===== src/rtl/deccnt_scan.sv =====
// Debounced up/down BCD counter with a multiplexed seven-segment display.
// Define DECCNT_AUTO_EN to add the run/direction auto-step logic on btnc/btnr.
module deccnt_scan #(
  parameter int DIGITS    = 4,
  parameter int DB_CYCLES = 250000,
  parameter int SCAN_DIV  = 50000,
  parameter int AUTO_DIV  = 5000000
) (
  input  logic        clk,
  input  logic        reset,
  input  logic        btnu,
  input  logic        btnd,
  input  logic        btnl,
  input  logic        btnc,
  input  logic        btnr,
  output logic [11:0] seg,
  output logic [7:0]  led
);

`ifdef DECCNT_AUTO_EN
  localparam int NB = 5;
`else
  localparam int NB = 3;
`endif
  localparam int DBW = $clog2(DB_CYCLES + 1);
  localparam int SW  = $clog2(SCAN_DIV + 1);
  localparam int IW  = (DIGITS > 1) ? $clog2(DIGITS) : 1;

  logic [4:0]    btn_raw;
  logic [NB-1:0] press;

  assign btn_raw = {btnr, btnc, btnl, btnd, btnu};

  // Per button: 2-flop synchroniser, stable-count debouncer, rising-edge pulse.
  generate
    for (genvar gi = 0; gi < NB; gi++) begin : g_btn
      logic [1:0]     sync_reg;
      logic           lvl_reg;
      logic [DBW-1:0] db_cnt_reg;
      logic           press_reg;

      always_ff @(posedge clk or negedge reset) begin
        if (!reset) begin
          sync_reg   <= 2'b00;
          lvl_reg    <= 1'b0;
          db_cnt_reg <= '0;
          press_reg  <= 1'b0;
        end else begin
          sync_reg  <= {sync_reg[0], btn_raw[gi]};
          press_reg <= 1'b0;
          if (sync_reg[1] == lvl_reg) begin
            db_cnt_reg <= '0;
          end else if (db_cnt_reg == DBW'(DB_CYCLES - 1)) begin
            lvl_reg    <= sync_reg[1];
            db_cnt_reg <= '0;
            press_reg  <= sync_reg[1];
          end else begin
            db_cnt_reg <= db_cnt_reg + DBW'(1);
          end
        end
      end

      assign press[gi] = press_reg;
    end
  endgenerate

  logic up_p, dn_p, clr_p, manual;
  assign up_p   = press[0];
  assign dn_p   = press[1];
  assign clr_p  = press[2];
  assign manual = up_p | dn_p | clr_p;

  logic run_reg, dir_reg, auto_step;

`ifdef DECCNT_AUTO_EN
  localparam int AW = $clog2(AUTO_DIV + 1);
  logic [AW-1:0] pre_reg;

  always_ff @(posedge clk or negedge reset) begin
    if (!reset) begin
      run_reg <= 1'b0;
      dir_reg <= 1'b0;
      pre_reg <= '0;
    end else begin
      if (press[3]) run_reg <= ~run_reg;
      if (press[4]) dir_reg <= ~dir_reg;
      if (!run_reg || press[3])
        pre_reg <= '0;
      else if (pre_reg == AW'(AUTO_DIV - 1))
        pre_reg <= '0;
      else
        pre_reg <= pre_reg + AW'(1);
    end
  end

  assign auto_step = run_reg && (pre_reg == AW'(AUTO_DIV - 1));
`else
  logic unused_btn;
  assign unused_btn = btnc ^ btnr;
  assign run_reg    = 1'b0;
  assign dir_reg    = 1'b0;
  assign auto_step  = 1'b0;
`endif

  logic step_up, step_dn;
  assign step_up = (up_p & ~dn_p) | (auto_step & ~manual & ~dir_reg);
  assign step_dn = (dn_p & ~up_p) | (auto_step & ~manual &  dir_reg);

  logic [4*DIGITS-1:0] bcd_reg, inc_val, dec_val;
  logic                carry, borrow;

  // Ripple decimal carry/borrow; the final carry/borrow out marks a wrap.
  always_comb begin
    inc_val = bcd_reg;
    dec_val = bcd_reg;
    carry   = 1'b1;
    borrow  = 1'b1;
    for (int i = 0; i < DIGITS; i++) begin
      if (carry)
        inc_val[4*i +: 4] = (bcd_reg[4*i +: 4] == 4'd9) ? 4'd0 : bcd_reg[4*i +: 4] + 4'd1;
      if (borrow)
        dec_val[4*i +: 4] = (bcd_reg[4*i +: 4] == 4'd0) ? 4'd9 : bcd_reg[4*i +: 4] - 4'd1;
      carry  = carry  && (bcd_reg[4*i +: 4] == 4'd9);
      borrow = borrow && (bcd_reg[4*i +: 4] == 4'd0);
    end
  end

  logic upf_reg, dnf_reg;

  always_ff @(posedge clk or negedge reset) begin
    if (!reset) begin
      bcd_reg <= '0;
      upf_reg <= 1'b0;
      dnf_reg <= 1'b0;
    end else if (clr_p) begin
      bcd_reg <= '0;
      upf_reg <= 1'b0;
      dnf_reg <= 1'b0;
    end else if (step_up) begin
      bcd_reg <= inc_val;
      if (carry) upf_reg <= 1'b1;
    end else if (step_dn) begin
      bcd_reg <= dec_val;
      if (borrow) dnf_reg <= 1'b1;
    end
  end

  logic [SW-1:0] scan_cnt_reg;
  logic [IW-1:0] idx_reg;

  always_ff @(posedge clk or negedge reset) begin
    if (!reset) begin
      scan_cnt_reg <= '0;
      idx_reg      <= '0;
    end else if (scan_cnt_reg == SW'(SCAN_DIV - 1)) begin
      scan_cnt_reg <= '0;
      idx_reg      <= (idx_reg == IW'(DIGITS - 1)) ? '0 : idx_reg + IW'(1);
    end else begin
      scan_cnt_reg <= scan_cnt_reg + SW'(1);
    end
  end

  logic [3:0] an_next;
  logic [3:0] cur_digit;
  logic [7:0] cath_next;

  generate
    for (genvar gi = 0; gi < 4; gi++) begin : g_an
      if (gi < DIGITS) begin : g_used
        assign an_next[gi] = (idx_reg != IW'(gi));
      end else begin : g_off
        assign an_next[gi] = 1'b1;
      end
    end
  endgenerate

  assign cur_digit = bcd_reg[{idx_reg, 2'b00} +: 4];

  always_comb begin
    cath_next = 8'hFF;
    case (cur_digit)
      4'd0: cath_next = 8'hC0;
      4'd1: cath_next = 8'hF9;
      4'd2: cath_next = 8'hA4;
      4'd3: cath_next = 8'hB0;
      4'd4: cath_next = 8'h99;
      4'd5: cath_next = 8'h92;
      4'd6: cath_next = 8'h82;
      4'd7: cath_next = 8'hF8;
      4'd8: cath_next = 8'h80;
      4'd9: cath_next = 8'h90;
      default: cath_next = 8'hFF;
    endcase
  end

  logic [11:0] seg_reg;
  logic [7:0]  led_reg;

  always_ff @(posedge clk or negedge reset) begin
    if (!reset) begin
      seg_reg <= 12'hEC0;
      led_reg <= 8'h00;
    end else begin
      seg_reg <= {an_next, cath_next};
      led_reg <= {4'b0000, dir_reg, run_reg, dnf_reg, upf_reg};
    end
  end

  assign seg = seg_reg;
  assign led = led_reg;

endmodule


===== config.mk =====
export PLATFORM = sky130hd
export DESIGN_NAME = deccnt_scan
export DESIGN_NICKNAME = d
export VERILOG_FILES = /design/src/rtl/deccnt_scan.sv
export SDC_FILE = /design/constraint.sdc
export NUM_CORES = 1
export LEC_CHECK = 0
export ABC_AREA = 1
export CORE_ASPECT_RATIO = 0.5
export CORE_UTILIZATION = 55
export CTS_CLUSTER_DIAMETER = 200
export DETAILED_ROUTE_END_ITERATION = 10
export GPL_TIMING_DRIVEN = 1
export PLACE_DENSITY = 0.71
export SYNTH_ARGS = -nofsm -noshare
export SYNTH_HDL_FRONTEND = slang
export SYNTH_SLANG_ARGS = --single-unit

===== constraint.sdc =====
create_clock -name clk -period 2.4 [get_ports clk]
set_input_delay 0.72 -clock clk [delete_from_list [all_inputs] [get_ports clk]]
set_output_delay 0.72 -clock clk [all_outputs]
set_load 0.05 [all_outputs]

== Yosys cells after proc, flatten, opt, wreduce, memory -nomap -nowiden ==
Memories as Yosys holds them, arrays and structs flattened. A register that Yosys moved wholly into a read port is not among the register bits.
Cells that the tools add are included.

* Flip-flop bits (word level): 116
* Memory bits (read-only): 112
* Input bits: 7
* Output and inout port bits: 20
* Logic and storage cells: 129
* Memories kept: 1

{| class="wikitable"
|+ Memories
! memory !! depth !! bits a word !! rd ports !! clocked after memory_dff !! write ports !! RTL line !! source
|-
| (name not given) || 16 || 7 || 1 || 1 || 0 || 181 || <nowiki>case (cur_digit)</nowiki>
|}

* $add $sub $neg: 13
* Eq/ne operators: 19
* Shifts and indexed selects: 1
* Multiplexer cells: 38
* Bitwise logic cells: 7
* Reductions and logical operators: 28

{| class="wikitable"
|+ Operators by type and width
! operator !! count
|-
| 18-bit 2-to-1 mux || 6
|-
| 16-bit 2-to-1 mux || 4
|-
| 4-bit 2-to-1 mux || 14
|-
| 18-bit by 1-bit adder with 18-bit output, second input constant || 3
|-
| 18-bit equality test, second input constant || 3
|-
| 16-bit by 1-bit adder with 16-bit output, second input constant || 1
|-
| 4-bit by 1-bit adder with 4-bit output, second input constant || 4
|-
| 16-bit equality test, second input constant || 1
|-
| 4-bit equality test, second input constant || 4
|-
| 4-bit logical NOT || 4
|-
| 16-bit by 5-bit indexed part select with 4-bit output || 1
|-
| 4-bit by 1-bit subtractor with 4-bit output, second input constant || 4
|-
| 1-bit 2-to-1 mux || 13
|-
| 3-bit AND reduction || 4
|-
| 3-bit nonzero test || 4
|-
| 2-bit nonzero test || 5
|-
| 3-bit by 2-bit inequality test with 1-bit output, second input constant || 3
|-
| 2-bit AND reduction || 4
|-
| 1-bit logical AND || 6
|-
| 2-bit inequality test, second input constant || 3
|-
| 1-bit NOT || 5
|-
| 1-bit equality test || 3
|-
| 2-bit by 1-bit adder with 2-bit output, second input constant || 1
|-
| 1-bit bitwise AND || 2
|-
| 4 further kinds || 4
|}

== Longest topological paths before layout ==
* Word-level depth: 8
* Depth in mapped cells: 10
* Depth with buffers taken out: 10

== Worst setup path before layout ==
OpenSTA, ideal clock, no wires.

* Kind: register to register
* Start: reg idx_reg[0]
* End: reg seg_reg[5], in the netlist seg[5]
* Setup time: 118 ps
* Data arrival time: 1457 ps
* Data required time: 2282 ps
* Path slack: 825 ps
* Cell stages (with the launch flop): 10
* Buffers on the path: 1
* Period minus slack after synthesis: 1575 ps
* Cells stage by stage: dfrtp_1 buf_6 a21oi_1 o21ai_0 nand2_1 inv_1 ha_1 nand3b_1 nand3_1 nand2_1

* Longest elaborated chain between the ends: 1

{| class="wikitable"
|+ Ends and longest elaborated chain
! element !! RTL line !! source
|-
| start: declaration || 149 || <nowiki>logic [IW-1:0] idx_reg;</nowiki>
|-
| start signal: assignment || 157 || <nowiki>idx_reg <= (idx_reg == IW'(DIGITS - 1)) ? '0 : idx_reg + IW'(1);</nowiki>
|-
| 16-bit by 5-bit indexed part select with 4-bit output || 177 || <nowiki>assign cur_digit = bcd_reg[{idx_reg, 2'b00} +: 4];</nowiki>
|-
| end: declaration || 196 || <nowiki>logic [11:0] seg_reg;</nowiki>
|}

No other way between the ends.
A chain may end at the register's enable or synchronous reset.

== Worst setup path in the final report ==
* Start: reg led_reg[1], in the netlist led[1]
* End: out led[1]

{| class="wikitable"
|+ RTL lines
! element !! RTL line !! source
|-
| start: declaration || 197 || <nowiki>logic [7:0] led_reg;</nowiki>
|-
| start signal: assignment || 205 || <nowiki>led_reg <= {4'b0000, dir_reg, run_reg, dnf_reg, upf_reg};</nowiki>
|-
| end: declaration || 17 || <nowiki>output logic [7:0] led</nowiki>
|}

No word-level cell between the ends.

==> metrics.md <==
| Metric | Value |
|---|---|
| Clock transition at path regs | 60 ps |
| CTS tree | built |
| CP startpoint kind | register |
| Largest net degree at the start of global routing | 49 |
| Std-Cell Rows | 28 |
| Critical path cell sequence | clkdlybuf4s50_1 |
| Reg2reg start | idx_reg[0]$_DFFE_PN0N_ |
| Synth Register Bits | 115 |
| Worst clock skew | 7.210 ps |
| WP data required | 1680 ps |
| Worst-path maximum fanout | 1 |
| Residual DRC | 0 |
| Hold buffer count at cts | 0 |
| Syn Inst Count | 894 |
| Synth-to-Final Area Change | 15.30% |
| Instance count on the critical path | 1 |
| Ports | 27 |
| Gates resized, CTS repair | 4 |
| Status | finished clean |
| Via count of the first global-routing pass | 5048 |
| Ant diodes | 0 |
| Hold Fails Final Rpt | 0 |
| Total number of vias | 5619 |
| Starting Density | 56.74% |
| Worst r2r path cells | 7 |
| Root Buffer | clkbuf_16 |
| Worst skew pair latency | 410 ps |
| Post-synth top area cell | dfrtp_1 |
| Yosys warnings | 0 |
| Share of the synthesized area in the top cell type | 41.22% |
| Max-slew violation count | 0 |
| Initial antenna violation count | 0 |
| Fin crit period | 2253 ps |
| Port Buf Inserts | 17 |
| RSZ-0062 raised after global routing | false |
| Ys async rst share | 100.0% |
| Post-route clock period utilization | 93.86% |
| Largest register FFs | 54 |
| Worst Tran Pin Value | 559.0 ps |
| Lkg Pwr | 3.587 nW |
| Worst hold slack | 258.8 ps |
| Total gr overflow | 0 |
| Setup-failing EPs final | 0 |
| Placed cells | 1072 |
| Fmax achieved | 443.9 MHz |
| Worst Path Arrival | 1530 ps |
| Routed Antenna Nets | 0 |
| Pwr dens | 650.2 mW/mm^2 |
| Synth Flop Type | dfrtp_1 |
| Crit-path leading delay family | buffers and inverters |
| H-tree lvl count | 4 |
| Critical path type | reg -> out |
| DR iter-0 viols | 290 |
| # Max-Cap Violations | 0 |
| Drt total wl | 13.62 mm |
| Area contributors post-synth | dfrtp_1 41%, nand2_1 13%, nor2_1 8.5%, inv_1 5.2%, nand3_1 4.9% |
| CP Capture Type | output port |
| Max incr delay on CP | 800 ps |
| Worst Setup SP | led[1]$_DFF_PN0_ |
| Peak VDD IR | 0.5205 mV |
| GPL Wtd Cong | 0.8841 |
| Post-synth EDFFs | 0 |
| Die area | 0.01273 mm^2 |
| Detail-routed net length per standard cell | 12.34 um |
| Via density | 5.090 |
| Slew HR | 62.73% |
| Slowest CP cell | clkdlybuf4s50_1 |
| R2r setup slk | 600 ps |
| Min-delay worst type | in -> async |
| Nets | 958 |
| RR Endpoint | seg[3]$_DFF_PN0_ |
| Die width | 158.5 um |
| Fillers | 998 |
| Setup TNS | 0 ps |
| Syn Area/Cell | 7.538 um^2 |
| First-pass DRT Iterations | 5 |
| Fraction of layout cells with a size suffix above 1 | 8.839% |
| Synth cell types | 40 |
| Maximum clock insertion buffer count | 2 |
| CTS buffer count | 17 |
| GRT Util Overall | 23.39% |
| First-pass GRT wire length | 23.26 mm |
| Hpwl dp | 9.592 mm |
| Buf/Inv on CP | 1 |
| Core area | 0.01188 mm^2 |
| Setup Fix Bufs, Post-CTS | 0 |
| Clk sinks | 115 |
| Synthesized area | 0.006739 mm^2 |
| Fin cells | 1104 |
| Die H | 80.27 um |
| Sequential area share after synthesis | 42.78% |
[worst max-delay path by stage]
stage | end | slack (ps)
3_3_place_gp | seg[11] | 400
2_1_floorplan | seg[5]$_DFF_PN0_ | 820
4_1_cts | led[1] | 130
5_1_grt | seg[5] | 80
3_5_place_dp | seg[9] | 400
6_report | led[1] | 150
[power breakdown]
| group | switching, mW | leakage, nW | total (mW) | internal [mW] |
|---|---|---|---|---|
| combinational | 0.0934 | 1.70 | 0.122 | 0.0291 |
| sequential | 0.0155 | 1.56 | 1.97 | 1.96 |
| clock | 0.965 | 0.328 | 2.96 | 1.99 |
| total | 1.07 | 3.59 | 5.05 | 3.98 |
[cell type report]
| type | count | area, um^2 | area share [%] |
|---|---|---|---|
| clock buffer | 18 | 439.2 | 5.652 |
| sequential | 115 | 2883 | 37.10 |
| inverter | 103 | 387.9 | 4.992 |
| multi-input combinational | 668 | 3388 | 43.61 |
| timing repair buffer | 21 | 217.7 | 2.802 |
| clock inverter | 14 | 247.7 | 3.188 |
| tap | 165 | 206.4 | 2.657 |
[Yosys cell counts (6+ instances only)]
cell type / n
dfrtp_1: 111
ha_1: 25
nor2_1: 152
xnor2_1: 10
nand4_1: 18
inv_2: 8
nor3_1: 16
o21ai_0: 32
nand2_2: 9
nand2_1: 230
a21oi_1: 18
inv_1: 94
xor2_1: 29
nand3_1: 66
o21ai_1: 6
nor2_2: 8
buf_4: 9
[layout by cell type (no fill, tap or decap), types with 2 or more instances in the layout]
| cell | instances |
|---|---|
| nand2_1 | 230 |
| nor2_1 | 152 |
| dfrtp_1 | 111 |
| inv_1 | 94 |
| nand3_1 | 66 |
| o21ai_0 | 32 |
| xor2_1 | 29 |
| ha_1 | 25 |
| nand4_1 | 18 |
| a21oi_1 | 18 |
| clkbuf_16 | 17 |
| nor3_1 | 16 |
| clkdlybuf4s50_1 | 12 |
| xnor2_1 | 10 |
| nand2_2 | 9 |
| inv_2 | 8 |
| nor2_2 | 8 |
| conb_1 | 7 |
| o21ai_1 | 6 |
| bufinv_16 | 6 |
| o21bai_1 | 5 |
| nor2_4 | 5 |
| o211ai_1 | 5 |
| nand3b_1 | 4 |
| nor3b_1 | 4 |
| inv_6 | 4 |
| dlygate4sd2_1 | 4 |
| dfstp_2 | 4 |
| a211oi_1 | 3 |
| buf_4 | 3 |
| nand3_2 | 2 |
| o21ai_2 | 2 |
| o22ai_1 | 2 |
| a21oi_2 | 2 |
| nand2_4 | 2 |
| clkinv_4 | 2 |
| clkinvlp_4 | 2 |
| buf_12 | 2 |
[per-layer routing]
metal	vias up	part of all wire (%)	global-route usage, %
li1	2897	-	-
met1	2605	50	32.35
met2	100	45	36.71
met3	17	3.6	4.803
met4	0	0.93	7.500
met5	-	0	0
[kinds of logic (layout without fill, tap and decap cells)]
kind of cell             after synthesis  after routing  share of synthesized area (%)
AND/OR/NAND/NOR                      517            517                          33.07
AO/OA/AOI/OAI                         79             79                          6.870
XOR/XNOR                              40             40                          5.310
buffers and inverters                116            156                          7.222
flip-flops                           115            115                          42.78
other                                  2              7                         0.1114
adder cells (fa/ha/maj)               25             25                          4.642
[through the flow]
step / power [mW] / instance area, um^2 / util (%) / setup WS [ps]
floorplan: 2.072 / 6758 / - / 824.9
global placement: 2.129 / 7088 / 59.68 / 404.1
detailed placement: 2.132 / 7088 / 59.68 / 401.8
global route: 5.199 / 7770 / 65.42 / 76.62
CTS: 5.086 / 7770 / 65.42 / 134.4
finish: 5.052 / 7770 / 65.42 / 147.5
Note: power is estimated with default switching activity, not from simulation.
